## src/rtl/pattern_player.sv

```systemverilog
// pattern_player: plays a captured siteswap one throw per beat, tracking balls in a landing schedule.
// Define PLAYER_CATCH_COUNT_EN to add the saturating catch_count_out counter.
module pattern_player #(
  parameter int MAX_LEN    = 7,
  parameter int MAX_HEIGHT = 7
) (
  input  logic                    clk_in,
  input  logic                    rst_in,
  input  logic                    new_beat,
  input  logic [MAX_LEN-1:0][2:0] pattern_in,
  input  logic [2:0]              pattern_length,
  input  logic [2:0]              num_balls_in,
  input  logic                    pattern_valid_in,
  output logic                    throw_valid_out,
  output logic [2:0]              throw_height_out,
  output logic [2:0]              ball_id_out,
  output logic [2:0]              throw_index_out,
  output logic                    hand_out,
  output logic                    running_out,
  output logic                    error_out
`ifdef PLAYER_CATCH_COUNT_EN
  ,
  output logic [15:0]             catch_count_out
`endif
);
  typedef enum logic [1:0] {IDLE, RUN, ERROR} state_t;
  state_t state;
  logic [MAX_LEN-1:0][2:0] pat;
  logic [2:0] len, nb, idx, intro;
  logic hand;
  logic [MAX_HEIGHT:0] slot_v, nv;
  logic [MAX_HEIGHT:0][2:0] slot_id, nid;
  logic valid_eff, capture, err;
  logic [2:0] h, ball;
  assign valid_eff = pattern_valid_in && pattern_length != 3'd0;
  assign capture = valid_eff && (state == IDLE || pattern_in != pat || pattern_length != len || num_balls_in != nb);
  assign h = pat[idx];
  assign ball = slot_v[0] ? slot_id[0] : intro;
  assign err = (h == 3'd0) ? slot_v[0] : (!(slot_v[0] || intro < nb) || slot_v[h]);
  // Throw into slot h, then shift: the ball ends up h-1 slots away.
  always_comb begin
    nv = {1'b0, slot_v[MAX_HEIGHT:1]};
    nid = {3'd0, slot_id[MAX_HEIGHT:1]};
    if (h != 3'd0) begin
      nv[h-3'd1] = 1'b1;
      nid[h-3'd1] = ball;
    end
  end
  always_ff @(posedge clk_in) begin
    throw_valid_out <= 1'b0;
    throw_height_out <= 3'd0;
    ball_id_out <= 3'd0;
    throw_index_out <= 3'd0;
    hand_out <= 1'b0;
    if (rst_in || !valid_eff) begin
      state <= IDLE;
      running_out <= 1'b0;
      error_out <= 1'b0;
      slot_v <= '0;
      slot_id <= '0;
      idx <= 3'd0;
      intro <= 3'd0;
      hand <= 1'b0;
      pat <= '0;
      len <= 3'd0;
      nb <= 3'd0;
`ifdef PLAYER_CATCH_COUNT_EN
      catch_count_out <= 16'd0;
`endif
    end else if (capture) begin
      state <= RUN;
      running_out <= 1'b1;
      error_out <= 1'b0;
      slot_v <= '0;
      slot_id <= '0;
      idx <= 3'd0;
      intro <= 3'd0;
      hand <= 1'b0;
      pat <= pattern_in;
      len <= pattern_length;
      nb <= num_balls_in;
`ifdef PLAYER_CATCH_COUNT_EN
      catch_count_out <= 16'd0;
`endif
    end else if (state == RUN && new_beat) begin
      if (err) begin
        state <= ERROR;
        running_out <= 1'b0;
        error_out <= 1'b1;
      end else begin
        throw_valid_out <= 1'b1;
        throw_height_out <= h;
        ball_id_out <= (h == 3'd0) ? 3'd0 : ball;
        throw_index_out <= idx;
        hand_out <= hand;
        slot_v <= nv;
        slot_id <= nid;
        idx <= (idx == len - 3'd1) ? 3'd0 : idx + 3'd1;
        hand <= ~hand;
        if (h != 3'd0 && !slot_v[0]) intro <= intro + 3'd1;
`ifdef PLAYER_CATCH_COUNT_EN
        if (h != 3'd0 && slot_v[0] && catch_count_out != 16'hFFFF) catch_count_out <= catch_count_out + 16'd1;
`endif
      end
    end
  end
endmodule

```

## config.mk

```make
export PLATFORM = sky130hd
export DESIGN_NAME = pattern_player
export DESIGN_NICKNAME = d
export VERILOG_FILES = /design/src/rtl/pattern_player.sv
export SDC_FILE = /design/constraint.sdc
export NUM_CORES = 1
export LEC_CHECK = 0
export ABC_AREA = 1
export BUFFER_PORTS_ARGS = -buffer_cell sky130_fd_sc_hd__buf_4
export CAP_MARGIN = 40
export CORE_UTILIZATION = 50
export DETAILED_ROUTE_END_ITERATION = 8
export GPL_ROUTABILITY_DRIVEN = 0
export GPL_TIMING_DRIVEN = 0
export PLACE_DENSITY = 0.74
export RECOVER_POWER = 25
export SLEW_MARGIN = 20
export SYNTH_ARGS = -nofsm -noshare
export SYNTH_HDL_FRONTEND = slang
export SYNTH_SLANG_ARGS = --single-unit
export TNS_END_PERCENT = 30
```

## constraint.sdc

```tcl
create_clock -name clk_in -period 2.9 [get_ports clk_in]
set_input_delay 0.29 -clock clk_in [delete_from_list [all_inputs] [get_ports clk_in]]
set_output_delay 0.29 -clock clk_in [all_outputs]
set_load 0.02 [all_outputs]
```

; Word-level counts from Yosys, hierarchy flattened
; Cells that the tools add are included.
[totals]
regBits = 80
inputBits = 31
output_inout_bits = 13
word_cells = 96
[op_classes]
addsub = 4
n_lt_le_gt_ge = 5
n_eq_ne = 5
muxes = 21
n_bitwise = 4
n_reduce_logical = 28
[op_table]
columns = op, n
row1 = $bwmux W24, 1
row2 = $mux W24, 1
row3 = $ne A21 B21 Y1, 1
row4 = $lt A3 B4 Y1 const B, 3
row5 = $mux W3, 4
row6 = $mux W1, 10
row7 = $bmux W3 S3, 1
row8 = $demux W3 S3, 1
row9 = $mux W8, 1
row10 = $or A7 B8 Y8, 1
row11 = $add A3 B1 Y3 const B, 2
row12 = $logic_or A1 B1 Y1, 6
row13 = $ne A3 B3 Y1, 2
row14 = $reduce_and A2 Y1, 3
row15 = $reduce_bool A3 Y1, 2
row16 = $sub A3 B1 Y3 const B, 2
row17 = $logic_and A1 B1 Y1, 5
row18 = $reduce_or A5 Y1, 1
row19 = $reduce_bool A2 Y1, 2
row20 = $reduce_or A4 Y1, 1
row21 = $bmux W1 S3, 1
row22 = $demux W1 S3, 1
row23 = $eq A3 B3 Y1, 1
row24 = $ge A3 B1 Y1 const B, 1
row25 = 9 further kinds, 13

; Longest topological paths before layout
; Gate-level depths: netlist of the first run.
[depth]
ltp_word = 9
depth_mapped = 18
depth_no_buf = 16

; Worst setup path after synthesis of the first run
; OpenSTA, ideal clock, no wires.
[synth_timing]
path_type = reg2reg
startpoint = register idx[0]
endpoint = register ball_id_out[0]
setup_time_ps = 66
arrival_ps = 2567
required_time_ps = 2834
path_slack_ps = 267
stages_incl_launch_ff = 15
n_path_buf = 3
period_less_slack_ps = 2633
path_cell_list = dfxtp_1 buf_4 nand2_1 nand3_1 nand2_2 nand2_2 clkbuf_1 ha_1 ha_1 clkbuf_1 nand2_1 a21oi_4 nand2_4 or2_1 nor2_1
[synth_via]
elab_chain_cells = 7
word_cells_on_any_way = 8
cone_classes = mux (5) / reduce/logical (3)
[synth_rtl]
columns = element, line
row1 = from (decl), 29  ; logic [2:0] len, nb, idx, intro;
row2 = from (signal assigned), 98  ; idx <= (idx == len - 3'd1) ? 3'd0 : idx + 3'd1;
row3 = $bmux W3 S3 (*), 37  ; assign h = pat[idx];
row4 = $mux W3 (implied by the code) (*), 37
row5 = $bmux W1 S3, 39  ; assign err = (h == 3'd0) ? slot_v[0] : (!(slot_v[0] || intro < nb) || slot_v[h]);
row6 = $mux W1 (implied by the code), 39
row7 = $logic_or A1 B1 Y1, 39
row8 = $mux W1, 39
row9 = $reduce_or A5 Y1 (no line) (*), n/a
row10 = to (signal assigned), 93  ; ball_id_out <= (h == 3'd0) ? 3'd0 : ball;
row11 = to (decl), 16  ; output logic [2:0] ball_id_out,
; Mark *: on every way between the ends. The rest lies on a longest branch, timed or not. The select of a mux whose other input is x is not followed.
; A chain may end at the register's enable or synchronous reset.

; Final worst setup path of the first run
[layout_timing]
startpoint = register idx[1]
endpoint = register slot_id[5] (netlist bit)
[layout_via]
elab_chain_cells = 9
word_cells_on_any_way = 18
cone_classes = add/sub (1) / order compare (2) / mux (9) / bitwise (1) / reduce/logical (5)
[layout_rtl]
columns = element, line
row1 = $bmux W3 S3 (*), 37
row2 = $mux W3 (implied by the code) (*), 37
row3 = $sub A3 B1 Y3, 46  ; nid[h-3'd1] = ball;
row4 = $lt A3 B4 Y1 (implied by the code) or $ge A3 B1 Y1 (tied branches), 46
row5 = $logic_and A1 B1 Y1 (implied by the code), 46
row6 = $mux W3 (implied by the code), 46
row7 = $demux W3 S3, 46
row8 = $bwmux W24, 46
row9 = $mux W24, 44  ; if (h != 3'd0) begin
row10 = to (signal assigned), 97  ; slot_id <= nid;
row11 = to (decl), 32  ; logic [MAX_HEIGHT:0][2:0] slot_id, nid;
; Marks and branches as above.

==> out/metrics.cfg, run 1 <==
[yosys]
postSynthNetCount=600
ys.flop_type=sky130_fd_sc_hd__dfxtp_1
async_reset_ff_share_pct=0
synth_enable_flop_cells=0
synth.avg_cell_area_um2=6.88
yosysWarningCount=0
postSynthRegisterBits=79
synth_seq_area_share_pct=40.9
postSynthCellCount=562
post_synth_instance_area_um2=3870
synth.distinct_cells=38

[floorplanning]
floorplan.rows=31
initial_utilization_pct=52.5
dieArea_um2=8090
dieWidth_um=90.0
core_area_um2=7370
ios=44
die_h_um=90.0

[setup_path]
biggest_fanout_along_the_worst_timing_path=10
crit_path_end_kind=flop
critPathRequiredTime_ns=3.15
r2r_start=idx[1]$_SDFFE_PP0P_
criticalPathCategory=reg2reg
critPathLaunchType=flop
critPathMostFrequentCell=sky130_fd_sc_hd__nand2_1
cells_along_the_critical_path=buf_4 > inv_2 > nand3_1 > nand2_1 > nand2_1 > nand2_2 > inv_2 > ha_1 > ha_1 > clkbuf_4 > nor3_2 > nand2_1 > nand2_1 > o21ai_0 > nor2_1 > nor2_1
worstSetupStartpoint=idx[1]$_SDFFE_PP0P_
critical_path_at_ns=2.97
timing.critical_path.slowest_stage_cell=sky130_fd_sc_hd__dfxtp_1
slowest_delay_ns=0.33

[finish]
filler_cell_count=726
flow.area_growth_from_synthesis_pct=18.1
nets=657
instances_no_fill=723
diodes=0
layout.cells.most_common=sky130_fd_sc_hd__nand2_1
drive_gt1_share_pct=12.7
layout_common_cells=107 x sky130_fd_sc_hd__nand2_1, 84 x sky130_fd_sc_hd__o21ai_0, 78 x sky130_fd_sc_hd__dfxtp_1, 70 x sky130_fd_sc_hd__nor2_1, 57 x sky130_fd_sc_hd__inv_1

[sta]
timing.final.max_slew_violations=0
fin_tns_setup_ns=0
max_clock_freq_mhz=367
grt_setup_unrepaired=yes
finalHoldViolations=0
timing.slew.headroom_pct=51.6
hold_slack_ns=0.159
min_period_over_period_pct=93.9
min_period_ns=2.72
setup_violations=0
finClkSkew_ns=0.0108
worst_pin_slew_ns=0.722

[place]
dp_cells=704
port_buffers=43
hpwlAfterDp_mm=7.26

[route]
firstDrtPassIters=5
drt_iter0_drc=330
remaining_drc_errors=0
route.final.wire_length_mm=10.1
routed_wire_length_per_instance_um=14.0
routed-via-count=3950
ant_nets=0
route.detailed.vias_per_inst=5.46

[power_and_ir_drop]
switching_share_pct=25.5
power.clock.fraction_pct=39.7
internal_power_w=0.00166
switchingPower_w=0.000567
pwr-share-comb_pct=10.4
pwr-share-seq_pct=49.9
power_per_cell_area_nw_per_um2=487
vdd_ir_drop_max_uv=254
post-layout-total-power_w=0.00222
cellLeakagePower_nw=1.89

[global_route]
grt_use_total_pct=25.1
globalRoute.totalOverflow=0
grt_max_degree=16
antenna_found_initial=0
global_route_wire_length_before_repair_mm=16.4
grt_pass1_vias=3465

[clock_tree]
clk_slew_on_worst_s_h_paths_ns=0.08
inserted_clock_buffers=9
clk-insertion-delay-late_ns=0.36
cts_hold_buffers=0
tritoncts_clock_tree=done
cts_max_path_buffers=2
numClockSinks=79
h-tree-depth=3
clock_tree.root_cell=sky130_fd_sc_hd__clkbuf_8

[flow_run]
cap_viol_max_count=0

[outcome]
outcome=finished clean

[hold_path]
holdCritStartpoint=pattern_length[2]
worstHoldPathType=in2reg

-- flip-flops by register name, summed over array words and instances, names as in the netlist --
register and count:
hand 1, throw_valid_out 1, slot_v 8, ball_id_out 3, throw_height_out 3, len 3
pat 21, hand_out 1, idx 3, intro 3, state 2, slot_id 24
throw_index_out 3, nb 3
-- layer usage --
layer  GRT usage, %  routed length (µm)
met5              0                   0
met4           9.41                 167
met3           5.58                 913
met2           37.8                4440
met1           35.2                4610
-- logic make-up after synthesis --
family | synth area share [%]
compound gates | 20.8
fa+ha+maj | 2.26
flops | 40.9
xor+xnor | 2.04
simple gates | 25.1
buf+inv | 8.93
-- synthesized netlist by cell type (all sizes together), types with 3 or more instances --
library cell / instances / area, µm²
nand4: 3 / 18.8
o21bai: 3 / 22.5
xnor2: 4 / 35.0
xor2: 5 / 43.8
dfxtp: 79 / 1580
nor3: 9 / 45.0
nor2: 71 / 269
nand2: 113 / 442
a21oi: 43 / 226
ha: 7 / 87.6
o22ai: 4 / 25.0
o21ai: 89 / 445
inv: 61 / 229
buf: 12 / 71.3
a211oi: 6 / 45.0
nand3: 27 / 135
clkbuf: 12 / 45.0
-- stage by stage --
| stage | setup slack [ns] | cell area [µm²] | util, % |
|---|---|---|---|
| 4_1_cts | 0.0436 | 4540 | 61.6 |
| 6_report | 0.177 | 4570 | 62.0 |
| 5_1_grt | -0.0195 | 4570 | 62.0 |
| 3_5_place_dp | -0.437 | 4320 | 58.6 |
| 3_3_place_gp | -0.383 | 4320 | 58.6 |
| 2_1_floorplan | 0.267 | 3870 | - |
-- critical path: cells and delay by family (launching register included) --
kind	cells	cell delay, ns
buffers and inverters	4	0.60
AO/OA/AOI/OAI	1	0.09
adder cells (fa/ha/maj)	2	0.41
flip-flops	1	0.33
AND/OR/NAND/NOR	9	1.19
-- power by group through the flow --
stage	logic [W]	registers, W	clock network [W]
after floorplan	0.000130	0.00113	0
after global placement	0.000210	0.00114	0
after detailed placement	0.000213	0.00114	0
after CTS	0.000216	0.00111	0.000882
after global routing	0.000255	0.00111	0.000941
final	0.000232	0.00111	0.000882
-- worst paths after layout --
| path | endpoint | depth (start not counted) | slack (ns) |
|---|---|---|---|
| worst min register to register | slot_id[1]$_SDFFE_PP0P_ | 2 | 0.46 |
| worst min-delay path | len[2]$_SDFFE_PP0P_ | 3 | 0.16 |
| worst max register to register | slot_id[5]$_SDFFE_PP0P_ | 16 | 0.18 |
| worst max-delay path | slot_id[5]$_SDFFE_PP0P_ | 16 | 0.18 |
-- final cells by class --
class	instances	area [µm²]	area share (%)
Buffer	23	124	2.71
Clock buffer	12	165	3.61
Clock inverter	4	52.6	1.15
Inverter	61	229	5.01
Multi-Input combinational cell	398	1980	43.2
Sequential cell	79	1580	34.6
Tap cell	99	124	2.71
Timing Repair Buffer	47	317	6.93
-- timing repair --
action                     in CTS  in global routing
pin swaps                       0                  2
buffers inserted                0                  4
setup endpoints to repair      50                 41
gates resized for setup         3                 11
Power figures use the tool's default switching activity.
==> run 2: changes to the inputs <==
Settings changed: SETUP_SLACK_MARGIN set to 0.3.
==> out/metrics.cfg, run 2 (synthesized netlist as in run 1, its figures left out) <==
[outcome]
outcome=finished clean

[finish]
max_flop_register=slot_id
reg.largest.list=slot_id: 24 flops, pat: 21 flops, slot_v: 8 flops
nets=663  ; +0.91%
flow.area_growth_from_synthesis_pct=22.2
layout_common_cells=103 x sky130_fd_sc_hd__nand2_1, 81 x sky130_fd_sc_hd__o21ai_0, 79 x sky130_fd_sc_hd__dfxtp_1, 69 x sky130_fd_sc_hd__nor2_1, 56 x sky130_fd_sc_hd__inv_1
filler_cell_count=670  ; -7.7%
flip_flop_count_of_the_largest_register_after_layout=24  ; unchanged
finish.instance_area_um2=4730  ; +3.5%
drive_gt1_share_pct=15.4  ; +2.7 points
layout.cells.most_common=sky130_fd_sc_hd__nand2_1
diodes=0  ; unchanged

[power_and_ir_drop]
switching_share_pct=24.7  ; -0.79 points
pwr-share-seq_pct=47.2  ; -2.7 points
internal_power_w=0.00177  ; +7.0%
power.clock.fraction_pct=42.2  ; +2.5 points
power_per_cell_area_nw_per_um2=498  ; +2.3%
vdd_ir_drop_max_uv=274  ; +7.8%
switchingPower_w=0.000582  ; +2.6%
cellLeakagePower_nw=1.97  ; +4.1%
pwr-share-comb_pct=10.6  ; +0.2 points

[floorplanning]
die_h_um=90.0  ; unchanged
floorplan.rows=31  ; unchanged
ios=44  ; unchanged
initial_utilization_pct=52.5  ; unchanged
core_area_um2=7370  ; unchanged
dieWidth_um=90.0  ; unchanged
dieArea_um2=8090  ; unchanged

[hold_path]
worstHoldPathType=in2reg

[sta]
max_clock_freq_mhz=383  ; +4.3%
final_critical_path_setup_slack_ns=0.288  ; +0.111 ns
worst_pin_slew_ns=0.768  ; +0.0463 ns
finClkSkew_ns=0.00949  ; -0.00134 ns
timing.slew.headroom_pct=48.5  ; -3.1 points
min_period_over_period_pct=90.1  ; -3.8 points
finalHoldViolations=0  ; unchanged
timing.final.max_slew_violations=0  ; unchanged
setup_violations=0  ; unchanged
min_period_ns=2.61  ; -0.111 ns
fin_tns_setup_ns=0  ; unchanged
grt_setup_unrepaired=yes
hold_slack_ns=0.156  ; -0.00325 ns

[clock_tree]
clock_tree.root_cell=sky130_fd_sc_hd__clkbuf_8
numClockSinks=79  ; unchanged
cts_hold_buffers=0  ; unchanged
inserted_clock_buffers=9  ; unchanged
tritoncts_clock_tree=done
clk-insertion-delay-late_ns=0.36  ; about the same
cts_max_path_buffers=2  ; unchanged
h-tree-depth=3  ; unchanged
clk_slew_on_worst_s_h_paths_ns=0.08  ; about the same

[setup_path]
critPathRequiredTime_ns=3.19  ; +0.04 ns
timing.critical_path.slowest_stage_cell=sky130_fd_sc_hd__dfxtp_1
biggest_fanout_along_the_worst_timing_path=10  ; unchanged
crit_path_end_kind=flop
slowest_delay_ns=0.47  ; +0.14 ns
criticalPathCategory=reg2reg
critPathLaunchType=flop
critical_path_at_ns=2.90  ; -0.07 ns
cells_along_the_critical_path=buf_8 > nand2_1 > nand3_1 > nand2_2 > nand2_4 > clkbuf_8 > ha_2 > ha_4 > buf_12 > nand2_2 > a21oi_4 > buf_4 > buf_4 > nand3_1 > a21oi_1

[global_route]
grt_use_total_pct=25.7  ; +0.58 points
globalRoute.totalOverflow=0  ; unchanged
antenna_found_initial=0  ; unchanged
grt_pass1_vias=3567  ; +2.9%
grt_max_degree=15  ; -1
global_route_wire_length_before_repair_mm=16.7  ; +2.3%

[flow_run]
cap_viol_max_count=0  ; unchanged

[route]
drt_iter0_drc=413  ; +25%
routed-via-count=3941  ; -0.23%
route.final.wire_length_mm=10.1  ; about the same
firstDrtPassIters=4  ; -1
route.detailed.vias_per_inst=5.41  ; -1.0%
remaining_drc_errors=0  ; unchanged
ant_nets=0  ; unchanged
routed_wire_length_per_instance_um=13.9  ; -0.78%

[place]
port_buffers=43  ; unchanged
placed_inst_area_um2=4320  ; about the same
detailedPlace.worstSlack_ns=-0.308  ; +0.129 ns
hpwlAfterDp_mm=7.18  ; -1.0%

run 2: cell types whose count changed in the layout (fill, tap and decap cells not counted), moves of 3 or more:
cell	before	now
sky130_fd_sc_hd__buf_4	36	40
sky130_fd_sc_hd__buf_6	1	4
sky130_fd_sc_hd__nand2_1	107	103
sky130_fd_sc_hd__o21ai_0	84	81
sky130_fd_sc_hd__nand2_2	4	8
run 2: final timing paths:
| path | from | endpoint | slack (ns) | depth (start not counted) |
|---|---|---|---|---|
| worst max-delay path | idx[0]$_SDFFE_PP0P_ | slot_v[7]$_SDFFE_PP0P_ | 0.29 | 15 |
| worst min-delay path | pattern_length[2] | len[2]$_SDFFE_PP0P_ | 0.16 | 3 |
| worst max register to register | idx[0]$_SDFFE_PP0P_ | slot_v[7]$_SDFFE_PP0P_ | 0.29 | 15 |
| worst min register to register | slot_id[0]$_SDFFE_PP0P_ | slot_id[0]$_SDFFE_PP0P_ | 0.47 | 2 |
run 2: power by group through the flow:
stage                     combinational (W)  sequential, W  clock [W]
after floorplan                    0.000130        0.00113          0
after global placement             0.000210        0.00114          0
after detailed placement           0.000214        0.00114          0
after CTS                          0.000226        0.00111   0.000997
after global routing               0.000275        0.00111    0.00106
final                              0.000249        0.00111   0.000994
run 2: what timing repair did:
item / CTS / global route
buffers inserted: 2 / 6
gates cloned: 1 / 0
resized for setup: 20 / 28
pin swaps: 1 / 4
setup endpoints to repair: 52 / 59
run 2: area by class of cell:
class                      count  area (µm²)  share of cell area, %
buffer                        24         176                   3.73
clock buffer                   9         124                   2.62
clock inverter                 7         121                   2.57
inverter                      61         231                   4.90
multi-input combinational    398        2030                   42.9
sequential                    79        1580                   33.5
tap                           99         124                   2.62
timing repair buffer          52         339                   7.17
run 2: critical path: cells and delay by family, from the launching register on:
| kind | cells | cell delay (ns) |
|---|---|---|
| simple gates | 6 | 0.56 |
| buf+inv | 5 | 0.84 |
| fa+ha+maj | 2 | 0.37 |
| flops | 1 | 0.47 |
| compound gates | 2 | 0.28 |
run 2: metal layers:
metal / wire length, µm / track usage (%) / vias up
li1: - / - / 1974
met4: 161 / 8.20 / 0
met1: 4990 / 37.5 / 1797
met5: 0 / 0 / -
met2: 4350 / 37.8 / 152
met3: 634 / 5.33 / 18
run 2: stage by stage:
stage,cells,util [%],total power (W)
final,729,64.1,0.00235
after detailed placement,704,58.6,0.00135
after global routing,729,64.1,0.00245
after floorplan,562,-,0.00126
after global placement,704,58.6,0.00135
after CTS,723,63.1,0.00233
==> run 3: changes to the inputs <==
Settings changed: ABC_AREA 1 to unset.
==> out/metrics.cfg, run 3 <==
[setup_path]
rrSetupSlack_ns=0.09  ; -0.20 ns
cells_along_the_critical_path=buf_6 > buf_12 > mux2i_2 > mux4_2 > ha_4 > ha_4 > clkbuf_16 > nand2b_4 > or3_4 > buf_8 > nand2_2 > o21ai_1 > mux2i_1 > nor2_1
critPathMostFrequentCell=sky130_fd_sc_hd__ha_4
critPathLaunchType=flop
critical_path_at_ns=3.03  ; +0.13 ns
slowest_delay_ns=0.51  ; +0.04 ns
cp_top_family=multiplexers
timing.critical_path.slowest_stage_cell=sky130_fd_sc_hd__mux4_2
timing.critical_path.buf_inv=4  ; -1
crit_path_end_kind=flop
criticalPathCategory=reg2reg
critPathRequiredTime_ns=3.12  ; -0.07 ns
biggest_fanout_along_the_worst_timing_path=8  ; -2

[finish]
drive_gt1_share_pct=23.4  ; +8.0 points
reg.largest.list=slot_id: 24 flops, pat: 21 flops, slot_v: 8 flops
flip_flop_count_of_the_largest_register_after_layout=24  ; unchanged
layout_common_cells=78 x sky130_fd_sc_hd__dfxtp_1, 54 x sky130_fd_sc_hd__nor2_1, 43 x sky130_fd_sc_hd__buf_4, 32 x sky130_fd_sc_hd__mux2i_1, 24 x sky130_fd_sc_hd__and2_1
max_flop_register=slot_id
layout.cells.most_common=sky130_fd_sc_hd__dfxtp_1
flow.area_growth_from_synthesis_pct=26.1
finish.utilization_pct=66.9  ; +2.8 points
diodes=0  ; unchanged
filler_cell_count=560  ; -16%
nets=506  ; -24%
register_area_um2=1580  ; about the same
multi_input_area_um2=2090  ; +2.8%

[route]
routed-via-count=3029  ; -23%
ant_nets=0  ; unchanged
remaining_drc_errors=0  ; unchanged
firstDrtPassIters=5  ; +1
route.final.wire_length_mm=8.53  ; -16%
route.detailed.vias_per_inst=5.34  ; -1.2%
drt_iter0_drc=158  ; -62%
routed_wire_length_per_instance_um=15.0  ; +8.2%

[sta]
setup_violations=0  ; unchanged
fin_tns_setup_ns=0  ; unchanged
max_clock_freq_mhz=356  ; -7.0%
worst_pin_slew_ns=0.896  ; +0.128 ns
grt_setup_unrepaired=yes
finalHoldViolations=0  ; unchanged
timing.slew.headroom_pct=38.6  ; -9.9 points
min_period_ns=2.81  ; +0.198 ns
min_period_over_period_pct=96.9  ; +6.8 points
finClkSkew_ns=0.00596  ; -0.00353 ns
timing.final.max_slew_violations=0  ; unchanged

[floorplanning]
dieWidth_um=87.8  ; -2.4%
die_h_um=87.8  ; -2.4%
ios=44  ; unchanged
initial_utilization_pct=53.0  ; +0.55 points
core_area_um2=6940  ; -5.8%
dieArea_um2=7710  ; -4.7%
floorplan.rows=30  ; -3.2%

[power_and_ir_drop]
power_per_cell_area_nw_per_um2=446  ; -10%
cellLeakagePower_nw=1.69  ; -14%
post-layout-total-power_w=0.00207  ; -12%
vdd_ir_drop_max_uv=220  ; -20%

[yosys]
synth_enable_flop_cells=0  ; unchanged
synth_seq_area_share_pct=42.9  ; +2.1 points
synth.distinct_cells=45  ; +18%
yosysWarningCount=0  ; unchanged
synth.avg_cell_area_um2=9.30  ; +35%
ys.flop_type=sky130_fd_sc_hd__dfxtp_1
post_synth_instance_area_um2=3680  ; -4.8%
postSynthRegisterBits=79  ; unchanged
synthMostInstantiatedCell=sky130_fd_sc_hd__dfxtp_1
cell_type_with_the_largest_total_area_after_synthesis=sky130_fd_sc_hd__dfxtp_1
async_reset_ff_share_pct=0  ; unchanged
postSynthNetCount=434  ; -28%
postSynthCellCount=396  ; -30%
yosys-top-cells-area=sky130_fd_sc_hd__dfxtp_1 43%, sky130_fd_sc_hd__mux2i_1 9.8%, sky130_fd_sc_hd__nor2_1 5.8%
synth_top_cells_by_count=79 x sky130_fd_sc_hd__dfxtp_1, 57 x sky130_fd_sc_hd__nor2_1, 36 x sky130_fd_sc_hd__mux2i_1, 27 x sky130_fd_sc_hd__and2_1
synth.top_cell.area_share_pct=42.9  ; +2.1 points

[global_route]
groute.layer.met2.usage_pct=37.5  ; -0.33 points
grt_use_total_pct=23.7  ; -2.0 points
grt_pass1_vias=2841  ; -20%
gr-max-usage-layer=met2
use_met3_pct=4.34  ; -0.99 points
antenna_found_initial=0  ; unchanged
globalRoute.totalOverflow=0  ; unchanged
global_route_wire_length_before_repair_mm=13.8  ; -18%
grt_max_degree=12  ; -3
groute.layer.met1.usage_pct=32.1  ; -5.4 points

[clock_tree]
tritoncts_clock_tree=done
h-tree-depth=3  ; unchanged
clk_slew_on_worst_s_h_paths_ns=0.08  ; about the same
numClockSinks=79  ; unchanged
inserted_clock_buffers=9  ; unchanged
cts_hold_buffers=0  ; unchanged
cts_max_path_buffers=2  ; unchanged
clock_tree.root_cell=sky130_fd_sc_hd__clkbuf_8
clk-insertion-delay-late_ns=0.35  ; about the same

[outcome]
outcome=finished clean

[hold_path]
worstHoldPathType=in2reg

[place]
hpwlAfterDp_mm=5.85  ; -19%
port_buffers=43  ; unchanged

[flow_run]
cap_viol_max_count=0  ; unchanged

## run 3: cell count changes in the layout (fill, tap and decap cells not counted), moves of 8 or more
cell	delta
sky130_fd_sc_hd__a21oi_1	-28
sky130_fd_sc_hd__and2_1	+24
sky130_fd_sc_hd__inv_1	-45
sky130_fd_sc_hd__mux2i_1	+32
sky130_fd_sc_hd__nand2_1	-92
sky130_fd_sc_hd__nand2b_1	+8
sky130_fd_sc_hd__nand3_1	-24
sky130_fd_sc_hd__nor2_1	-15
sky130_fd_sc_hd__o21ai_0	-67
sky130_fd_sc_hd__xnor2_1	+13
sky130_fd_sc_hd__xor2_1	+11
## run 3: path summary, 6_finish.rpt
| kind | start | cells after the start | end |
|---|---|---|---|
| min reg2reg | slot_id[22]$_SDFFE_PP0P_ | 2 | slot_id[22]$_SDFFE_PP0P_ |
| max reg2reg | idx[1]$_SDFFE_PP0P_ | 14 | slot_id[12]$_SDFFE_PP0P_ |
| max | idx[1]$_SDFFE_PP0P_ | 14 | slot_id[12]$_SDFFE_PP0P_ |
| min | pattern_in[7] | 2 | pat[7]$_SDFFE_PP0P_ |
## run 3: metal layers
metal  part of all wire [%]  wire length, µm  up-vias
li1                       -                -     1496
met1                     47             3970     1420
met2                     46             3950       97
met3                    5.0              427       16
met4                    2.1              176        0
met5                      0                0        -
## run 3: layout make-up
| cell class | count | share of cell area [%] |
|---|---|---|
| Buffer | 21 | 4.20 |
| Clock buffer | 13 | 3.42 |
| Clock inverter | 1 | 0.108 |
| Inverter | 12 | 0.970 |
| Multi-Input combinational cell | 284 | 44.9 |
| Sequential cell | 79 | 34.1 |
| Tap cell | 96 | 2.59 |
| Timing Repair Buffer | 61 | 9.75 |
## run 3: logic make-up (layout without fill, tap and decap cells)
family | count (synthesis) | in the layout | share of synthesized area, %
buffers and inverters | 33 | 108 | 4.65
XOR/XNOR | 33 | 33 | 7.85
AND/OR/NAND/NOR | 154 | 154 | 21.9
flip-flops | 79 | 79 | 42.9
adder cells (fa/ha/maj) | 7 | 7 | 2.38
AO/OA/AOI/OAI | 52 | 52 | 9.24
multiplexers | 38 | 38 | 11.0
## run 3: worst register-to-register path, stage by stage, from the launching register on
cell                        delay [ns]
sky130_fd_sc_hd__dfxtp_2          0.33
sky130_fd_sc_hd__buf_6            0.12
sky130_fd_sc_hd__buf_12           0.13
sky130_fd_sc_hd__mux2i_2          0.15
sky130_fd_sc_hd__mux4_2           0.51
sky130_fd_sc_hd__ha_4             0.19
sky130_fd_sc_hd__ha_4             0.16
sky130_fd_sc_hd__clkbuf_16        0.15
sky130_fd_sc_hd__nand2b_4         0.14
sky130_fd_sc_hd__or3_4            0.34
sky130_fd_sc_hd__buf_8            0.15
sky130_fd_sc_hd__nand2_2          0.04
sky130_fd_sc_hd__o21ai_1          0.05
sky130_fd_sc_hd__mux2i_1          0.16
sky130_fd_sc_hd__nor2_1           0.05
## run 3: metrics by stage
stage | setup WS [ns] | hold WS (ns) | cell area (µm²) | std cells
6_report | 0.0902 | 0.150 | 4650 | 567
3_3_place_gp | -0.146 | 0.459 | 4190 | 535
3_5_place_dp | -0.207 | 0.462 | 4190 | 535
5_1_grt | -0.0186 | 0.144 | 4650 | 567
2_1_floorplan | 0.247 | 0.412 | 3740 | 396
4_1_cts | 0.107 | 0.144 | 4580 | 564
## run 3: power by group
part | leakage, nW | switching, W | internal [W] | total (W)
combinational | 0.960 | 0.000108 | 0.000124 | 0.000232
sequential | 0.641 | 0.0000128 | 0.00110 | 0.00111
clock | 0.0854 | 0.000377 | 0.000348 | 0.000726
## run 3: repair_timing
item,in CTS,in global routing
gates resized for setup,18,27
setup buffers,14,3
setup endpoints to repair,43,51
pin swaps,4,11
cloned,1,0
